$ cat config.mk
export PLATFORM = sky130hd
export DESIGN_NAME = idex_elastic_stage
export DESIGN_NICKNAME = d
export VERILOG_FILES = /design/src/rtl/idex_pkg.sv /design/src/rtl/idex_slot.sv /design/src/rtl/idex_elastic_stage.sv
export SDC_FILE = /design/constraint.sdc
export NUM_CORES = 1
export LEC_CHECK = 0
export ABC_CLOCK_PERIOD_IN_PS = 2100
export BUFFER_PORTS_ARGS = -buffer_cell sky130_fd_sc_hd__buf_2
export CAP_MARGIN = 20
export CORE_MARGIN = 8
export CORE_UTILIZATION = 46
export CTS_CLUSTER_SIZE = 14
export DETAILED_ROUTE_END_ITERATION = 10
export PLACE_DENSITY = 0.65
export SYNTH_ARGS = -nofsm -noshare
export SYNTH_HDL_FRONTEND = slang
export SYNTH_SLANG_ARGS = --single-unit
export TNS_END_PERCENT = 10
$ cat constraint.sdc
create_clock -name CLK -period 2.1 [get_ports CLK]
set_input_delay 0.315 -clock CLK [delete_from_list [all_inputs] [get_ports CLK]]
set_output_delay 0.315 -clock CLK [all_outputs]
set_load 0.02 [all_outputs]
$ cat src/rtl/idex_pkg.sv
// Shared constants and types for the elastic ID/EX pipeline stage.
// Control-vector bit positions and the occupancy state encoding live here.
package idex_pkg;

  localparam int CTRL_W          = 7;
  localparam int CTRL_WREGEN     = 0;
  localparam int CTRL_WMEMEN     = 1;
  localparam int CTRL_MEM_TO_REG = 2;
  localparam int CTRL_RS2_SWCH   = 3;
  localparam int CTRL_JAL        = 4;
  localparam int CTRL_JALR       = 5;
  localparam int CTRL_BR         = 6;

  typedef enum logic [1:0] {
    EMPTY = 2'd0,
    ONE   = 2'd1,
    FULL  = 2'd2
  } idex_state_e;

  // Total width of one packed beat: control, three XLEN words, rd, funct3, funct7[5], pc.
  function automatic int payload_width(input int xlen, input int pc_w, input int raddr_w);
    return CTRL_W + 3 * xlen + raddr_w + 3 + 1 + pc_w;
  endfunction

endpackage

$ cat src/rtl/idex_slot.sv
// One storage entry of the elastic stage: a valid flag plus a payload word.
// Clearing drops only the valid flag; the payload keeps its last loaded value.
module idex_slot
  import idex_pkg::*;
#(
  parameter int W = 8
) (
  input  logic         clk,
  input  logic         rst_n,
  input  logic         load,
  input  logic         clear,
  input  logic [W-1:0] d,
  output logic         valid,
  output logic [W-1:0] q
);

  always_ff @(posedge clk or negedge rst_n) begin
    if (!rst_n) begin
      valid <= 1'b0;
      q     <= '0;
    end else if (clear) begin
      valid <= 1'b0;
    end else if (load) begin
      valid <= 1'b1;
      q     <= d;
    end
  end

endmodule

$ cat src/rtl/idex_elastic_stage.sv
// Elastic ID/EX stage: main entry M drives the outputs, skid entry S absorbs one beat of back-pressure.
// Optional stall counter output is enabled by defining IDEX_STALL_CNT_EN.
module idex_elastic_stage
  import idex_pkg::*;
#(
  parameter int XLEN    = 64,
  parameter int PC_W    = 8,
  parameter int RADDR_W = 5
) (
  input  logic               CLK,
  input  logic               RST_N,
  input  logic               flush,
  input  logic               in_valid,
  output logic               in_ready,
  input  logic [CTRL_W-1:0]  ctrl_in,
  input  logic [XLEN-1:0]    r1_in,
  input  logic [XLEN-1:0]    r2_in,
  input  logic [XLEN-1:0]    imm_in,
  input  logic [RADDR_W-1:0] wreg_in,
  input  logic [2:0]         func3_in,
  input  logic               func7_in,
  input  logic [PC_W-1:0]    pc_in,
  output logic               out_valid,
  input  logic               out_ready,
  output logic [CTRL_W-1:0]  ctrl_out,
  output logic [XLEN-1:0]    r1_out,
  output logic [XLEN-1:0]    r2_out,
  output logic [XLEN-1:0]    imm_out,
  output logic [RADDR_W-1:0] wreg_out,
  output logic [2:0]         func3_out,
  output logic               func7_out,
  output logic [PC_W-1:0]    pc_out
`ifdef IDEX_STALL_CNT_EN
  ,
  output logic [31:0]        stall_cnt
`endif
);

  localparam int PW = payload_width(XLEN, PC_W, RADDR_W);

  logic [PW-1:0]     in_beat;
  logic [PW-1:0]     m_d;
  logic [PW-1:0]     m_q;
  logic [PW-1:0]     s_q;
  logic              m_valid;
  logic              s_valid;
  logic              m_load;
  logic              m_clear;
  logic              s_load;
  logic              s_clear;
  logic              next_full;
  logic              acc;
  logic              pop;
  logic [CTRL_W-1:0] ctrl_q;
  idex_state_e       state;

  assign in_beat = {ctrl_in, r1_in, r2_in, imm_in, wreg_in, func3_in, func7_in, pc_in};

  assign acc = in_valid & in_ready;
  assign pop = m_valid & out_ready;

  always_comb begin
    if (s_valid)      state = FULL;
    else if (m_valid) state = ONE;
    else              state = EMPTY;
  end

  // Flush wins over everything; a beat popped in the same cycle is simply gone.
  always_comb begin
    m_load    = 1'b0;
    m_clear   = 1'b0;
    s_load    = 1'b0;
    s_clear   = 1'b0;
    m_d       = in_beat;
    next_full = 1'b0;
    if (flush) begin
      m_clear = 1'b1;
      s_clear = 1'b1;
    end else begin
      case (state)
        EMPTY: begin
          if (acc) m_load = 1'b1;
        end
        ONE: begin
          if (acc && pop) begin
            m_load = 1'b1;
          end else if (acc) begin
            s_load    = 1'b1;
            next_full = 1'b1;
          end else if (pop) begin
            m_clear = 1'b1;
          end
        end
        FULL: begin
          if (pop) begin
            m_load  = 1'b1;
            m_d     = s_q;
            s_clear = 1'b1;
          end else begin
            next_full = 1'b1;
          end
        end
        default: begin
          m_clear = 1'b1;
          s_clear = 1'b1;
        end
      endcase
    end
  end

  idex_slot #(.W(PW)) u_main (
    .clk   (CLK),
    .rst_n (RST_N),
    .load  (m_load),
    .clear (m_clear),
    .d     (m_d),
    .valid (m_valid),
    .q     (m_q)
  );

  idex_slot #(.W(PW)) u_skid (
    .clk   (CLK),
    .rst_n (RST_N),
    .load  (s_load),
    .clear (s_clear),
    .d     (in_beat),
    .valid (s_valid),
    .q     (s_q)
  );

  // Registered ready keeps out_ready off any combinational path to in_ready.
  always_ff @(posedge CLK or negedge RST_N) begin
    if (!RST_N) in_ready <= 1'b0;
    else        in_ready <= ~next_full;
  end

  assign {ctrl_q, r1_out, r2_out, imm_out, wreg_out, func3_out, func7_out, pc_out} = m_q;
  assign out_valid = m_valid;
  assign ctrl_out  = m_valid ? ctrl_q : '0;

`ifdef IDEX_STALL_CNT_EN
  always_ff @(posedge CLK or negedge RST_N) begin
    if (!RST_N) begin
      stall_cnt <= '0;
    end else if (flush) begin
      stall_cnt <= '0;
    end else if (m_valid && !out_ready && (stall_cnt != 32'hFFFF_FFFF)) begin
      stall_cnt <= stall_cnt + 32'd1;
    end
  end
`endif

endmodule

Yosys cells after proc, flatten, opt, wreduce, memory -nomap -nowiden
Cells that the tools add are included.
{ "classes": {"n_eq_ne": 2, "n_mux": 27, "bitwise_logic": 5, "reduce_logical": 8} }
{ "op_table": {"columns": ["cell", "n"], "rows": [
  ["two-way mux 216 bit", 3],
  ["two-way mux 1 bit", 18],
  ["two-way mux 7 bit", 1],
  ["one-hot mux 1 bit (2 select lines)", 3],
  ["AND reduction 2 bit", 2],
  ["nonzero test 2 bit", 2],
  ["OR reduction 2 bit", 2],
  ["inverter 1 bit", 3],
  ["one-hot mux 1 bit (3 select lines)", 1],
  ["AND 1 bit", 2],
  ["== test 2 x 1 -> 1 bit (second input constant)", 1],
  ["== test 2 bit (second input constant)", 1],
  ["zero test 2 bit", 1],
  ["two-way mux 2 bit", 1],
  ["logical AND 1 bit", 1]
]} }
{ "word_totals": {"regBits": 435, "in_bits": 221, "out_inout_bits": 218, "word_cells": 47} }

Depth between registers and ports, before layout
{ "depth": {"depth_word": 8, "ltp_mapped": 6, "depth_no_buf": 3} }

Cells and area by module
From an unflattened synthesis, not the netlist that was laid out.
{ "unflattened": {"cells_unflattened": 1180, "area_unflattened_um2": 20682.3} }
{ "modules_own_cells": {"columns": ["module", "n_inst", "cells_each", "area_each_um2", "seq_area_each_um2"], "rows": [
  ["idex_slot", 2, 460, 8677.1, 5430.2],
  ["idex_elastic_stage", 1, 260, 3328.2, 25.0]
]} }

Worst setup path after synthesis
Ideal clock, no wire load.
{ "synth_timing": {"path_kind": "register to register", "start": "register in_ready", "end": "register u_main.q[100]", "setup_time_ps": 125, "arrival_ps": 1733, "required_time_ps": 1975, "path_slack_ps": 243, "path_stages_with_launch": 6, "n_path_buf": 2, "period_less_slack_ps": 1857, "path_cell_list": "dfrtp_1 > nand3b_1 > a211oi_2 > buf_4 > buf_6 > mux2_2"} }
{ "synth_between": {"elab_chain_cells": 7, "elab_cells_between_ends": 12, "cone_classes": "mux: 8; bitwise: 2; reduce/logical: 2"} }
{ "synth_lines": {"columns": ["element", "line_no", "source"], "rows": [
  ["from (decl)", "idex_elastic_stage.sv:14", "output logic in_ready,"],
  ["from (signal assigned)", "idex_elastic_stage.sv:134", "else in_ready <= ~next_full;"],
  ["AND 1 bit (*)", "idex_elastic_stage.sv:59", "assign acc = in_valid & in_ready;"],
  ["two-way mux 1 bit or logical AND 1 bit (tied branches)", "idex_elastic_stage.sv:87, idex_elastic_stage.sv:85", null],
  ["two-way mux 1 bit", "idex_elastic_stage.sv:85", "if (acc && pop) begin"],
  ["one-hot mux 1 bit (2 select lines)", "idex_elastic_stage.sv:80", "case (state)"],
  ["two-way mux 1 bit", "idex_elastic_stage.sv:76", "if (flush) begin"],
  ["inverter 1 bit (no line)", null, null],
  ["AND reduction 2 bit (no line) (*)", null, null],
  ["to (signal assigned)", "idex_slot.sv:20", "q <= '0;"],
  ["to (signal assigned)", "idex_slot.sv:25", "q <= d;"],
  ["to (decl)", "idex_slot.sv:14", "output logic [W-1:0] q"]
]} }
Every way passes the cells marked *; elsewhere a longest branch is shown, timed or not.
A chain may end at the register's enable or synchronous reset.

Worst setup path in the final report
{ "layout_timing": {"start": "register u_main.valid", "end": "register u_skid.q[110]"} }
{ "layout_between": {"elab_chain_cells": 8, "elab_cells_between_ends": 16, "cone_classes": "eq/ne: 2; mux: 8; bitwise: 2; reduce/logical: 4"} }
{ "layout_lines": {"columns": ["element", "line_no", "source"], "rows": [
  ["from (decl)", "idex_slot.sv:13", "output logic valid,"],
  ["from (signal assigned)", "idex_slot.sv:19", "valid <= 1'b0;"],
  ["from (signal assigned)", "idex_slot.sv:22", "valid <= 1'b0;"],
  ["from (signal assigned)", "idex_slot.sv:24", "valid <= 1'b1;"],
  ["two-way mux 1 bit", "idex_elastic_stage.sv:64", "else if (m_valid) state = ONE;"],
  ["two-way mux 2 bit", "idex_elastic_stage.sv:63", "if (s_valid) state = FULL;"],
  ["== test 2 x 1 -> 1 bit or zero test 2 bit (tied branches)", "idex_elastic_stage.sv:80", null],
  ["OR reduction 2 bit (no line)", null, null],
  ["one-hot mux 1 bit (2 select lines)", "idex_elastic_stage.sv:80", null],
  ["two-way mux 1 bit", "idex_elastic_stage.sv:76", null],
  ["inverter 1 bit (no line)", null, null],
  ["AND reduction 2 bit (no line) (*)", null, null],
  ["to (signal assigned)", "idex_slot.sv:20", null],
  ["to (signal assigned)", "idex_slot.sv:25", null],
  ["to (decl)", "idex_slot.sv:14", null]
]} }
Marks and branches as above.

==> metrics.md <==
| Metric | Value |
|---|---|
| Core Area | `43900 um2` |
| Leakage | `roughly 0.012 uW` |
| Syn Nets | `1603` |
| Synth-to-Final Area Change | `27.3%` |
| CTS Sinks | `435` |
| CP max stage cell | `dfrtp_1` |
| Hold Crit Class | `primary input to flip-flop` |
| Final non-filler cell total | `about 2500` |
| Port buffer count | `438` |
| Hold Path Depth | `2` |
| Placement Cell Area | `22100 um2` |
| Post-route ant nets | `0` |
| Clk buf depth | `3` |
| Launch point of the worst hold path | `r1_in[54]` |
| Yosys cell types | `20` |
| FF-to-FF Start | `u_main.valid` |
| DRC | `0` |
| DIE AREA | `51200 um2` |
| FFs w/ async S/R, synth | `between 90% and 100%` |
| Crit start category | `flip-flop` |
| Reg-to-Reg End | `u_skid.q[110]` |
| DP HPWL | `33700 um` |
| Initial antenna violation count | `2` |
| TritonCTS clock tree | `built` |
| Top Ports | `between 400 and 500` |
| Crit path kind | `flip-flop to flip-flop` |
| Largest net degree at the start of global routing | `98` |
| First-pass GRT wire length | `77000 um` |
| Status | `finished, final reports clean` |
| Fin nets | `2084` |
| Final Hold Viols | `0` |
| Max Fanout on Critical Path | `just under 100` |
| Hold Crit Endpoint | `u_skid.q[199]` |
| Flops & latches, synth | `435` |
| Final period util | `between 90 and 100%` |
| Final setup vio count | `0` |
| Crit path DAT | `2.48 ns` |
| RSZ-0062 raised after global routing | `false` |
| CTS clock-pin slew for the worst setup and hold paths | `0.06 ns` |
| Worst reg2reg path depth | `4` |
| Gpl congestion | `0.812` |
| DR vias | `around 12000` |
| Max cap viols | `0` |
| Met3 Use GR | `between 4 and 5%` |
| FMAX | `~0.49 GHz` |
| H-tree depth | `2` |
| Post-Synthesis Cells | `around 1400` |
| Final min period | `2.05 ns` |
| Fill cells | `3465` |
| Post-synthesis area per instance | `14.7 um2` |
| Layout Utilization | `approximately three fifths` |
| Least-Margin Pin Slew | `about 0.65 ns` |
| Reg area | `~11000 um2` |
| Sequential fraction of the synthesis area | `53.6%` |
| Crit path capture type | `flip-flop` |
| WHS | `0.0409 ns` |
| Overflow after GRT | `0` |
| Top_reg_cell synth | `dfrtp_1` |
| Later-pin clock latency in the skew report | `0.56 ns` |
| Final WL | `48600 um` |
| TNS Setup | `0 ns` |
| Crit path cell chain | `nor2b_1 > nand4_1 > buf_12 > mux2_2` |
| Inst Count DP | `around 2200` |
| Multi-input logic area | `~7400 um2` |
| Share of post-route cells with drive strength above 1 | `64.7%` |
| Die Wd | `226 um` |
| Die height | `226 um` |
| Max incr delay on CP | `0.44 ns` |
| Met2 GRT Util | `between 30% and 40%` |
| VDD IR-drop max | `0.805 mV` |
| CTS root buf | `clkbuf_16` |
| Final instance area | `approximately 26000 um2` |
| EDFF count, synth | `0` |
| Ys Warns | `0` |
| Post-Syn Area | `20300 um2` |
| Max-slew headroom | `56.8%` |
| Power per Cell Area | `1040 nW/um2` |
| Drt first-iter violations | `511` |
| Rows | `77` |
| Routed vias/inst | `about 4.9` |
| Routed wire length per instance | `slightly below 20 um` |
| Final slew viol count | `0` |
| Worst Path Required | `2.53 ns` |
| Met1 usage | `23.3%` |
| Cts bufs inserted | `between 40 and 50` |
| Busiest metal layer after global routing | `met2` |
| DRT Pass-1 Iters | `4` |
| Clock skew | `0.0107 ns` |
| Initial Utilization | `between 40% and 50%` |
| Tot GR Track Use | `18.8%` |
| Vias in the first global route | `13800` |
| R2R Setup Slk | `0.05 ns` |
layout by cell type, fill, tap and decap left out:
cell	n
a31oi_1	1
buf_4	31
clkbuf_8	15
o21ai_0	1
nand3b_1	1
buf_12	27
a211oi_4	1
and2_1	7
bufinv_16	6
mux2_2	648
clkbuf_1	4
buf_2	437
clkbuf_16	49
clkinvlp_4	1
nand2_1	1
buf_8	1
a211oi_1	1
nor2_1	1
a21oi_1	1
nor2b_1	1
nand4b_1	1
clkinv_2	7
buf_6	1
dlygate4sd3_1	212
inv_6	1
nand4_1	1
buf_16	1
inv_1	2
dfrtp_1	435
diode_2	2
per-layer routing:
metal / up-vias / wire length [um]
li1: 5607 / -
met1: 6299 / 19900
met2: 320 / 24500
met3: 92 / 2710
met4: 0 / 1490
met5: - / 0
state kept, by name, summed over array words and instances (netlist names):
name,count
in_ready,1
u_main.q,216
u_skid.valid,1
u_main.valid,1
u_skid.q,216
Yosys cell counts (2+ instances only):
cell type    n  area [um2]
buf_4      210        1580
clkbuf_1     8        30.0
and2_1       7        43.8
dfrtp_1    435       10900
inv_1        2        7.51
buf_6       18         203
mux2_2     648        7300
buf_2       37         185
buf_1        6        22.5
power by group:
group	switching (uW)	internal [uW]	leakage, uW
registers	1220	10700	0.00523
clock network	3320	5500	0.000833
logic	3080	3190	0.00585
total	7620	19400	0.0119
final cells by class:
| class | instances | share of cell area, % |
|---|---|---|
| Antenna cell | 2 | 0.0193 |
| Clock buffer | 68 | 5.59 |
| Clock inverter | 15 | 0.895 |
| Inverter | 2 | 0.0290 |
| Multi-Input combinational cell | 666 | 28.7 |
| Sequential cell | 435 | 42.1 |
| Tap cell | 592 | 2.86 |
| Timing Repair Buffer | 710 | 19.9 |
cell families (layout without fill, tap and decap cells):
group	Yosys count	count (layout)	synth area share [%]
flops	435	435	53.6
mux	648	648	35.9
compound gates	5	5	0.179
buf+inv	281	795	9.96
other cells	0	2	0
simple gates	13	13	0.394
per-stage QoR:
step | setup slack, ns | total power (uW)
after floorplan | 0.243 | 17000
after global placement | 0.109 | 17800
after detailed placement | 0.0832 | 18100
after CTS | 0.0688 | 27400
after global routing | 0.00453 | 28400
final | 0.0537 | 27000
how the worst max path moves through the flow:
stage,start,endpoint,cells after the start
6_report,u_main.valid,u_skid.q[110],4
5_1_grt,u_skid.valid,u_main.q[65],5
4_1_cts,u_skid.valid,u_main.q[79],5
3_5_place_dp,flush,u_main.q[57],6
3_3_place_gp,flush,u_main.q[57],6
2_1_floorplan,in_ready,u_main.q[100],5
critical path, delay by kind of cell (launching register included):
family	cells	cell delay (ns)
buf+inv	1	0.31
flops	1	0.44
mux	1	0.39
simple gates	2	0.62
what timing repair did:
item                                    in CTS  in global routing
hold buffers                               211                  1
endpoints found under the hold margin      264                  1
setup buffers                                0                  0
gates resized for setup                      0                  2
endpoints found under the setup margin       0                  9
Note: power is estimated with default switching activity, not from simulation.
